### config.mk
export PLATFORM = sky130hd
export DESIGN_NAME = serial_adder
export DESIGN_NICKNAME = d
export VERILOG_FILES = /design/src/rtl/serial_adder_pkg.sv /design/src/rtl/full_adder.sv /design/src/rtl/serial_adder.sv
export SDC_FILE = /design/constraint.sdc
export NUM_CORES = 1
export LEC_CHECK = 0
export BUFFER_PORTS_ARGS = -buffer_cell sky130_fd_sc_hd__buf_2
export CORE_UTILIZATION = 52
export CTS_CLUSTER_DIAMETER = 150
export CTS_CLUSTER_SIZE = 20
export DETAILED_ROUTE_END_ITERATION = 16
export HOLD_SLACK_MARGIN = 0.05
export PLACE_DENSITY = 0.77
export SYNTH_ARGS = -nofsm -noshare
export SYNTH_HDL_FRONTEND = slang
export SYNTH_HIERARCHICAL = 1
export SYNTH_SLANG_ARGS = --single-unit
### constraint.sdc
create_clock -name clk -period 1.2 [get_ports clk]
set_input_delay 0.06 -clock clk [delete_from_list [all_inputs] [get_ports clk]]
set_output_delay 0.06 -clock clk [all_outputs]
set_load 0.02 [all_outputs]
### src/rtl/serial_adder_pkg.sv
// ----------------------------------------------------------------------------
// serial_adder_pkg
//
// Purpose : Shared definitions for the bit-serial adder.
//           - state_e       : controller state encoding
//           - DEFAULT_WIDTH : default operand/result width
//           - ovf_flag()    : signed-overflow helper (carry into MSB vs carry out)
//
// Ports   : none (package)
// ----------------------------------------------------------------------------
package serial_adder_pkg;

    localparam int DEFAULT_WIDTH = 8;

    typedef enum logic [1:0] {
        IDLE = 2'd0,
        ADD  = 2'd1,
        DONE = 2'd2
    } state_e;

    // Two's-complement overflow occurs when the carry entering the sign bit
    // differs from the carry leaving it.
    function automatic logic ovf_flag(input logic carry_into_msb, input logic carry_out_msb);
        return carry_into_msb ^ carry_out_msb;
    endfunction

endpackage : serial_adder_pkg

### src/rtl/full_adder.sv
// ----------------------------------------------------------------------------
// full_adder
//
// Purpose : One-bit full-adder cell, purely combinational.
//
// Ports   : sum  - output, a ^ b ^ cin
//           cout - output, majority(a, b, cin)
//           a    - input, addend bit A
//           b    - input, addend bit B
//           cin  - input, carry-in bit
// ----------------------------------------------------------------------------
module full_adder (
    output logic sum,
    output logic cout,
    input  logic a,
    input  logic b,
    input  logic cin
);

    assign sum  = a ^ b ^ cin;
    assign cout = (a & b) | (a & cin) | (b & cin);

endmodule : full_adder

### src/rtl/serial_adder.sv
// ----------------------------------------------------------------------------
// serial_adder
//
// Purpose : Bit-serial adder computing a + b + cin one bit per clock, LSB
//           first, through a single full_adder cell. Operands are captured on
//           the accept edge, so input changes during the addition are
//           ignored. The result is held in DONE until the downstream
//           handshake completes.
//
// Config  : SERIAL_ADDER_OVF_EN - when defined, ovf reports signed overflow
//           captured on the final ADD cycle; when undefined, ovf is tied to 0.
//
// Ports   : clk       - input,  sole clock, rising edge
//           rst       - input,  synchronous active-high reset
//           in_valid  - input,  operand set a/b/cin presented
//           in_ready  - output, high only in IDLE
//           a, b      - input  [WIDTH-1:0], addends
//           cin       - input,  carry-in
//           out_valid - output, high only in DONE
//           out_ready - input,  downstream accepts result
//           sum       - output [WIDTH-1:0], a+b+cin mod 2^WIDTH
//           cout      - output, carry out of the MSB
//           ovf       - output, signed overflow (0 when feature disabled)
// ----------------------------------------------------------------------------
module serial_adder
    import serial_adder_pkg::*;
#(
    parameter int WIDTH = DEFAULT_WIDTH
) (
    input  logic             clk,
    input  logic             rst,
    input  logic             in_valid,
    output logic             in_ready,
    input  logic [WIDTH-1:0] a,
    input  logic [WIDTH-1:0] b,
    input  logic             cin,
    output logic             out_valid,
    input  logic             out_ready,
    output logic [WIDTH-1:0] sum,
    output logic             cout,
    output logic             ovf
);

    localparam int             CW       = $clog2(WIDTH + 1);
    localparam logic [CW-1:0]  LAST_CNT = CW'(WIDTH - 1);

    state_e             state_q,     state_d;
    logic [WIDTH-1:0]   a_q,         a_d;
    logic [WIDTH-1:0]   b_q,         b_d;
    logic [WIDTH-1:0]   sum_q,       sum_d;
    logic               carry_q,     carry_d;
    logic [CW-1:0]      cnt_q,       cnt_d;
    logic               in_ready_q,  in_ready_d;
    logic               out_valid_q, out_valid_d;

    logic               fa_sum;
    logic               fa_cout;
    logic               last_add;

    // Single full-adder cell shared across all bit positions.
    full_adder u_fa (
        .sum  (fa_sum),
        .cout (fa_cout),
        .a    (a_q[0]),
        .b    (b_q[0]),
        .cin  (carry_q)
    );

    assign last_add = (state_q == ADD) && (cnt_q == LAST_CNT);

    // Next-state, datapath and handshake-flag computation.
    always_comb begin
        state_d     = state_q;
        a_d         = a_q;
        b_d         = b_q;
        sum_d       = sum_q;
        carry_d     = carry_q;
        cnt_d       = cnt_q;

        case (state_q)
            IDLE: begin
                // in_ready is implied by being in IDLE.
                if (in_valid) begin
                    a_d     = a;
                    b_d     = b;
                    carry_d = cin;
                    cnt_d   = {CW{1'b0}};
                    state_d = ADD;
                end else begin
                    state_d = IDLE;
                end
            end
            ADD: begin
                // Operands shift toward bit 0 so the full adder always sees
                // the current bit pair; the sum bit enters from the MSB side
                // and lands in its final position after WIDTH shifts.
                a_d     = {1'b0, a_q[WIDTH-1:1]};
                b_d     = {1'b0, b_q[WIDTH-1:1]};
                sum_d   = {fa_sum, sum_q[WIDTH-1:1]};
                carry_d = fa_cout;
                cnt_d   = cnt_q + CW'(1);
                if (cnt_q == LAST_CNT) begin
                    state_d = DONE;
                end else begin
                    state_d = ADD;
                end
            end
            DONE: begin
                // Only the output handshake completes here; a new operand
                // set is taken the following cycle from IDLE.
                if (out_ready) begin
                    state_d = IDLE;
                end else begin
                    state_d = DONE;
                end
            end
            default: begin
                state_d = IDLE;
            end
        endcase

        in_ready_d  = (state_d == IDLE);
        out_valid_d = (state_d == DONE);
    end

    // State, datapath and handshake-flag registers.
    always_ff @(posedge clk) begin
        if (rst) begin
            state_q     <= IDLE;
            a_q         <= {WIDTH{1'b0}};
            b_q         <= {WIDTH{1'b0}};
            sum_q       <= {WIDTH{1'b0}};
            carry_q     <= 1'b0;
            cnt_q       <= {CW{1'b0}};
            in_ready_q  <= 1'b1;
            out_valid_q <= 1'b0;
        end else begin
            state_q     <= state_d;
            a_q         <= a_d;
            b_q         <= b_d;
            sum_q       <= sum_d;
            carry_q     <= carry_d;
            cnt_q       <= cnt_d;
            in_ready_q  <= in_ready_d;
            out_valid_q <= out_valid_d;
        end
    end

    assign in_ready  = in_ready_q;
    assign out_valid = out_valid_q;
    assign sum       = sum_q;
    // After the final ADD cycle the carry register holds the MSB carry-out.
    assign cout      = carry_q;

`ifdef SERIAL_ADDER_OVF_EN
    logic ovf_q, ovf_d;

    // Overflow capture: carry_q is the carry into the MSB on the last cycle.
    always_comb begin
        ovf_d = ovf_q;
        if (last_add) begin
            ovf_d = ovf_flag(carry_q, fa_cout);
        end else begin
            ovf_d = ovf_q;
        end
    end

    // Overflow flag register.
    always_ff @(posedge clk) begin
        if (rst) begin
            ovf_q <= 1'b0;
        end else begin
            ovf_q <= ovf_d;
        end
    end

    assign ovf = ovf_q;
`else
    logic unused_last_add;
    assign unused_last_add = last_add;
    assign ovf             = 1'b0;
`endif

endmodule : serial_adder

== Word-level counts from Yosys, hierarchy flattened ==
Index checks and enable logic that the tools add are counted.
Widths: inputs -> output; s select.
Storage, ports and cells
  output and inout port bits: 12
  bits in registers: 33
  word-level logic and storage cells: 37
Cells by class
  reductions and logical operators: 4
  mux-type cells: 12
  add/subtract/negate cells: 1
  eq/ne operators: 5
  bitwise gates (word level): 7
Operators by type and width (count)
  $pmux 8 s2: 2
  $mux 8: 2
  $pmux 4 s2: 1
  $pmux 2 s3: 1
  $add 4x1->4 const B: 1
  $eq 2x2->1 const B: 2
  $eq 4x3->1 const B: 1
  $logic_not 2->1: 2
  $mux 2: 2
  $mux 4: 1
  $and 1x1->1: 3
  $eq 2x1->1 const B: 1
  $mux 1: 2
  $ne 2x2->1 const B: 1
  $or 1x1->1: 2
  $pmux 1 s2: 1
  $reduce_and 2->1: 1
  $reduce_bool 2->1: 1
  $xor 1x1->1: 2

== Longest topological paths before layout ==
Gate-level depths: netlist of the first run.
  depth after elaboration: 4
  depth in mapped cells: 5
  depth with buffers taken out: 3

== Modules after synthesis ==
The synthesis of the first run kept the hierarchy.
By module, submodules not included
  serial_adder: sequential area each 660.6 um2, area an instance 1426.4 um2, cells an instance 162, times used 1
  full_adder: sequential area each 0.0 um2, area an instance 20.0 um2, cells an instance 1, times used 1

== Worst setup path before layout of the first run ==
OpenSTA, ideal clock, no wires.
  path kind: reg2reg
  start point: register carry_q (netlist: cout)
  end point: register sum_q[7] (netlist: sum[7])
  setup slack: 0.066 ns
  arrival: 1.002 ns
  path buffers: 0
  stages on the path, launching flop included: 4
  period minus slack after synthesis: 1.134 ns
  cells stage by stage: dfxtp_1 fa_1 nand2_1 a21oi_1
Between the ends
  cells in the longest elaborated chain, start to end: 1
RTL lines
  from (decl): RTL line serial_adder.sv:51  | logic carry_q, carry_d;
  from (signal assigned): RTL line serial_adder.sv:142  | carry_q <= carry_d;
  $xor 1x1->1: RTL line full_adder.sv:20  | assign sum = a ^ b ^ cin;
  named net fa_sum: RTL line serial_adder.sv:56  | logic fa_sum;
  to (signal assigned): RTL line serial_adder.sv:132  | sum_q <= {WIDTH{1'b0}};
  to (signal assigned): RTL line serial_adder.sv:141  | sum_q <= sum_d;
  to (decl): RTL line serial_adder.sv:50  | logic [WIDTH-1:0] sum_q, sum_d;
The timed path passes the listed nets, and every way through them passes these cells.
A chain may end at the register's enable or synchronous reset.

== Worst setup path in the final report of the first run ==
  start point: register state_q[0]
  end point: register a_q[6]
Between the ends
  cells in the longest elaborated chain, start to end: 3
  elaborated cells between the ends (all ways): 6
RTL lines
  from (decl): RTL line serial_adder.sv:47  | state_e state_q, state_d;
  from (signal assigned): RTL line serial_adder.sv:138  | state_q <= state_d;
  $eq 2x1->1 or $logic_not 2->1 (tied branches): RTL line serial_adder.sv:80  | case (state_q)
  $reduce_bool 2->1 (no line) or $ne 2x2->1 (tied branches)
  $reduce_and 2->1 (no line)
  to (signal assigned): RTL line serial_adder.sv:130  | a_q <= {WIDTH{1'b0}};
  to (decl): RTL line serial_adder.sv:48  | logic [WIDTH-1:0] a_q, a_d;
Several ways; a longest one is shown, not always the timed one.

==> metrics.txt, run 1 <==
fin crit period=1170 ps; register share of total power=51.4%; Core ar.=2540 sq um; clk sinks=33; Area Overhead vs Synth=34.2%; Leakage=0.831 nW; diodes inserted=0; per-cell routed wire length=13.4 um; register area share after synthesis=45.7%; R2R cell count=4; fmax=857 MHz; total global routing overflow=0; PD cells=1200 nW/um^2; htree depth=2; WP data required=1460 ps; flop2flop setup slack=30 ps; Die Y=54.7 um; Sw Ratio=27.3%; total global-route track usage=25.2%; initial antenna violation count=0; Compound-Gate Fraction of Synth Area=25.8%; DR iter-0 viols=25; port bufs=31; most frequent cells in the layout=32 x nand2_1, 31 x buf_2, 30 x dfxtp_1; Post-Synthesis Cells=163; XOR/XNOR share of the synthesized area=0%; status=completed; Worst VDD drop=1260 uV; first-pass detailed-route iteration total=6; Bufs on Longest Clock Path=2; largest family of logic cells by synthesized area=compound AO/OA/AOI/OAI gates; worst setup margin=33.1 ps; Post-DP Area=1650 sq um; syn nets=186; Fin Hold WS=103 ps; Hold Path Stages=2; multiplexer area fraction after synthesis=0.692%; Final Max Slew Viols=0; Max Cap Viol=0; synth warn=6; Vias=1308; total chip power=2.34 mW; fin crit share=97.2%; Distinct cells, synth=30; Sequential cell area=667 sq um; Initial Util=56.8%; Comb power frac=17.6%; ANT nets after route=0; placed wire-length estimate=2.09 mm; pin count of the biggest net entering global routing=19; GPL Wtd Cong=0.757; area of the multi-input gates=709 sq um; Post-Syn Area=1450 sq um; commonest non-fill, non-tap cell in the layout=nand2_1; Total Wirelength=3.27 mm; Adder-Cell Fraction of Synth Area=2.25%; internal power=1.70 mW; worst skew pair latency=340 ps; fin nets=236; count of final hold-check violations=0; CP max FO=16; clock power share=31.0%; buffer count from post-CTS setup fixing=0; WS Path Type=flop to flop; worst path arrival time=1430 ps; CP Capture Type=flop; Fillers=177; Worst Skew=3.24 ps; CTS Buf Count=5; Synth Area in Simple Gates=17.7%; post-route DRC violation count=0; root buffer cell=clkbuf_4; Via density=5.36; Rows=18; min-delay worst type=primary input to flop; Clock transition at path regs=100 ps; share of post-route cells with drive strength above 1=32.7%; Synth Register Bits=33; # IOs=33; first-pass GRT wire length=5.10 mm; fin area=1940 sq um; final setup vio count=0; Syn Area/Cell=8.87 sq um; Psw=0.638 mW; Die Wd=54.7 um; pre-CTS setup slack=-19.0 ps; via count of the first global-routing pass=1175; Die ar.=3000 sq um; nature of the critical path startpoint=flop; CTS tree=yes
[area by class of cell]
cell class	count	share of cell area [%]
multi-input cells	115	36.6
flip-flops and latches	33	34.4
repair buffers	58	23.5
clock buffers	7	3.35
well taps	30	1.93
clock inverters	1	0.258
[per-stage QoR]
| step | utilization [%] | instances | setup TNS, ps |
|---|---|---|---|
| finish | 76.3 | 244 | 0 |
| detailed placement | 64.7 | 218 | -31.7 |
| global placement | 64.7 | 218 | 0 |
| CTS | 74.9 | 244 | 0 |
| global route | 76.3 | 244 | -18.6 |
| floorplan | - | 163 | 0 |
[flip-flops by register name, summed over array words and instances, names as in the netlist]
name	flops
state_q	2
cnt_q	4
cout	1
out_valid	1
b_q	8
sum	8
a_q	8
in_ready	1
[power by group through the flow]
stage	Sequential (mW)	Combinational, mW	Clock [mW]
3_5_place_dp	1.22	0.346	0
6_report	1.20	0.412	0.723
3_3_place_gp	1.22	0.335	0
5_1_grt	1.21	0.450	0.785
2_1_floorplan	1.23	0.234	0
4_1_cts	1.20	0.395	0.736
[routing by layer]
| layer | global-route usage, % | routed length [um] | up-vias |
|---|---|---|---|
| li1 | - | - | 659 |
| met3 | 10.3 | 158 | 6 |
| met1 | 28.5 | 1420 | 611 |
| met4 | 8.97 | 42 | 0 |
| met5 | 0 | 0 | - |
| met2 | 42.2 | 1650 | 32 |
[Yosys cell counts]
cell type | count | area (sq um)
nand2_1 | 32 | 120
nor2_1 | 21 | 78.8
o21ba_1 | 1 | 10.0
a311oi_1 | 1 | 8.76
buf_12 | 1 | 20.0
a211oi_1 | 8 | 60.1
clkbuf_1 | 2 | 7.51
nor3_1 | 1 | 5.00
buf_6 | 2 | 22.5
mux2i_1 | 1 | 10.0
or3_1 | 1 | 6.26
conb_1 | 1 | 3.75
nor2b_2 | 1 | 8.76
nor2b_1 | 1 | 6.26
nor3b_1 | 2 | 15.0
nand2b_1 | 1 | 6.26
fa_1 | 1 | 20.0
o211a_1 | 1 | 10.0
a21oi_1 | 17 | 85.1
a211oi_2 | 7 | 87.6
a31oi_1 | 2 | 12.5
a21oi_2 | 7 | 61.3
nand3_1 | 2 | 10.0
dfxtp_1 | 33 | 661
buf_4 | 5 | 37.5
buf_2 | 3 | 15.0
o21bai_1 | 2 | 15.0
ha_1 | 1 | 12.5
a22oi_1 | 3 | 22.5
buf_1 | 2 | 7.51
[repair_timing]
item | CTS | global route
hold endpoints to repair | 18 | 0
gates resized for setup | 3 | 8
endpoints found under the setup margin | 10 | 10
pin swaps | 0 | 2
hold buffers | 18 | 0
[critical path, cell delays in order (launching register included)]
cell and delay (ps):
dfxtp_4 410, nor2b_4 190, buf_12 160, a21oi_1 90
a211oi_1 240
[worst paths after layout]
kind / from / end
max: state_q[0] / a_q[6]
min: rst / b_q[7]
max reg2reg: state_q[0] / a_q[6]
min reg2reg: sum[0] / sum[0]
[kinds of logic after synthesis]
family | Yosys count
muxes | 1
AOI/OAI and AO/OA | 49
other | 1
and+or+nand+nor | 62
buffers and inverters | 15
DFF | 33
adders and majority gates | 2
Power figures use the tool's default switching activity.
==> run 2: changes to the inputs <==
Settings changed: CORE_UTILIZATION 52 to 40, CTS_BUF_LIST from default to sky130_fd_sc_hd__clkbuf_8 sky130_fd_sc_hd__clkbuf_16, PLACE_DENSITY 0.77 to default.
==> run 2 against run 1 <==
  * Clock-buffer cell count shrank 1
  * Largest power group unchanged
  * Critical path depth unchanged
  * Clock skew increased by 1.4 ps
  * Routed wire length fell by 4.1%
  * Final cell count is 5.7% higher
  * Sequential cell count is the same
  * Combinational power about the same
  * Hold slack got worse by 27 ps
==> metrics.txt, run 2 (synthesized netlist as in run 1, its figures left out) <==
Post-DP Area=1640 sq um; clk sinks=33; first-pass detailed-route iteration total=4; worst setup margin=9.86 ps; Final Instance Count excl. Fillers=258; CTS tree=yes; Vias=1289; fmax=840 MHz; first-pass GRT wire length=5.46 mm; per-cell routed wire length=12.2 um; commonest non-fill, non-tap cell in the layout=nand2_1; placed wire-length estimate=2.03 mm; Bufs on Longest Clock Path=2; DR iter-0 viols=49; # IOs=33; root buffer cell=clkbuf_8; post-layout util=58.2%; CP Capture Type=flop; Total Wirelength=3.14 mm; Initial Util=42.7%; fin crit share=99.2%; worst path arrival time=1400 ps; Die ar.=3860 sq um; worst path cell trace=nor2b_4 > bufbuf_16 > a21oi_2 > a211oi_2; WS Path Type=flop to flop; share of post-route cells with drive strength above 1=32.5%; total global routing overflow=0; ANT nets after route=0; Fin Hold WS=76.2 ps; final setup vio count=0; port bufs=31; GPL Wtd Cong=0.711; Die Y=62.1 um; htree depth=2; Area Overhead vs Synth=36.3%; Max Cap Viol=0; nature of the critical path startpoint=flop; Largest delay share family, worst path=flip-flops; Die Wd=62.1 um; worst skew pair latency=280 ps; Rows=21; most frequent cells in the layout=32 x nand2_1, 31 x buf_2, 30 x dfxtp_1; Worst Skew=4.61 ps; fin area=1970 sq um; via count of the first global-routing pass=1196; total chip power=2.42 mW; highest-delay cell along the critical path=dfxtp_4; Final Max Slew Viols=0; WP data required=1410 ps; pre-CTS setup slack=-104 ps; Clock transition at path regs=60 ps; PD cells=1230 nW/um^2; setup TNS=0 ps; Placed Cells=232; Bufs and invs on worst path=1; Leakage=0.839 nW; status=completed; initial antenna violation count=0; diodes inserted=0; Via density=5.00; count of final hold-check violations=0; CTS Buf Count=5; post-route DRC violation count=0; CP max stage delay=380 ps; total global-route track usage=18.4%; Worst VDD drop=754 uV; RSZ-0062 raised after global routing=yes; pin count of the biggest net entering global routing=22; min-delay worst type=primary input to flop; fin nets=235; CP max FO=14; Core ar.=3390 sq um; fin crit period=1190 ps
## run 2: changes by cell type in the layout (fill, tap and decap cells not counted), moves of 2 or more
cell | previous run | this run
clkbuf_4 | 5 | 0
a211oi_2 | 9 | 7
clkbuf_8 | 2 | 6
a211oi_1 | 6 | 8
a21oi_1 | 17 | 15
a21oi_2 | 7 | 9
## run 2: routing by layer
metal  up-vias  track usage, %  wire length (um)
li1        654               -                 -
met4         0            10.5                68
met3         6            4.41               118
met1       605            22.1              1400
met5         -               0                 0
met2        24            29.8              1550
## run 2: worst paths after layout
path                            startpoint  endpoint  slack [ps]  depth (start not counted)
worst max register to register  state_q[0]    a_q[3]          10                          4
worst min register to register      sum[0]    sum[0]         460                          2
worst max-delay path            state_q[0]    a_q[3]          10                          4
worst min-delay path             out_ready  in_ready          80                          3
## run 2: cell type report
cell class,instances,area (sq um)
Fill cell,317,1420
Sequential cell,33,667
Clock inverter,1,3.75
Clock buffer,6,82.6
Tap cell,46,57.6
Multi-Input combinational cell,115,706
Timing Repair Buffer,57,455
## run 2: power by group
| part | internal, mW | switching [mW] |
|---|---|---|
| logic | 0.209 | 0.203 |
| registers | 1.16 | 0.0414 |
| clock network | 0.446 | 0.366 |
| total | 1.81 | 0.611 |
## run 2: what timing repair did
action	4_1_cts	5_1_grt
endpoints found under the setup margin	15	16
setup buffers	0	1
resized for setup	3	7
pin swaps	0	2
hold endpoints to repair	17	0
hold buffers	17	0
gates cloned	1	0
## run 2: worst reg2reg max path: cells and delay by family (launching register included)
kind / cells / cell delay [ps]
buf+inv: 1 / 300
compound gates: 2 / 250
simple gates: 1 / 190
flops: 1 / 380
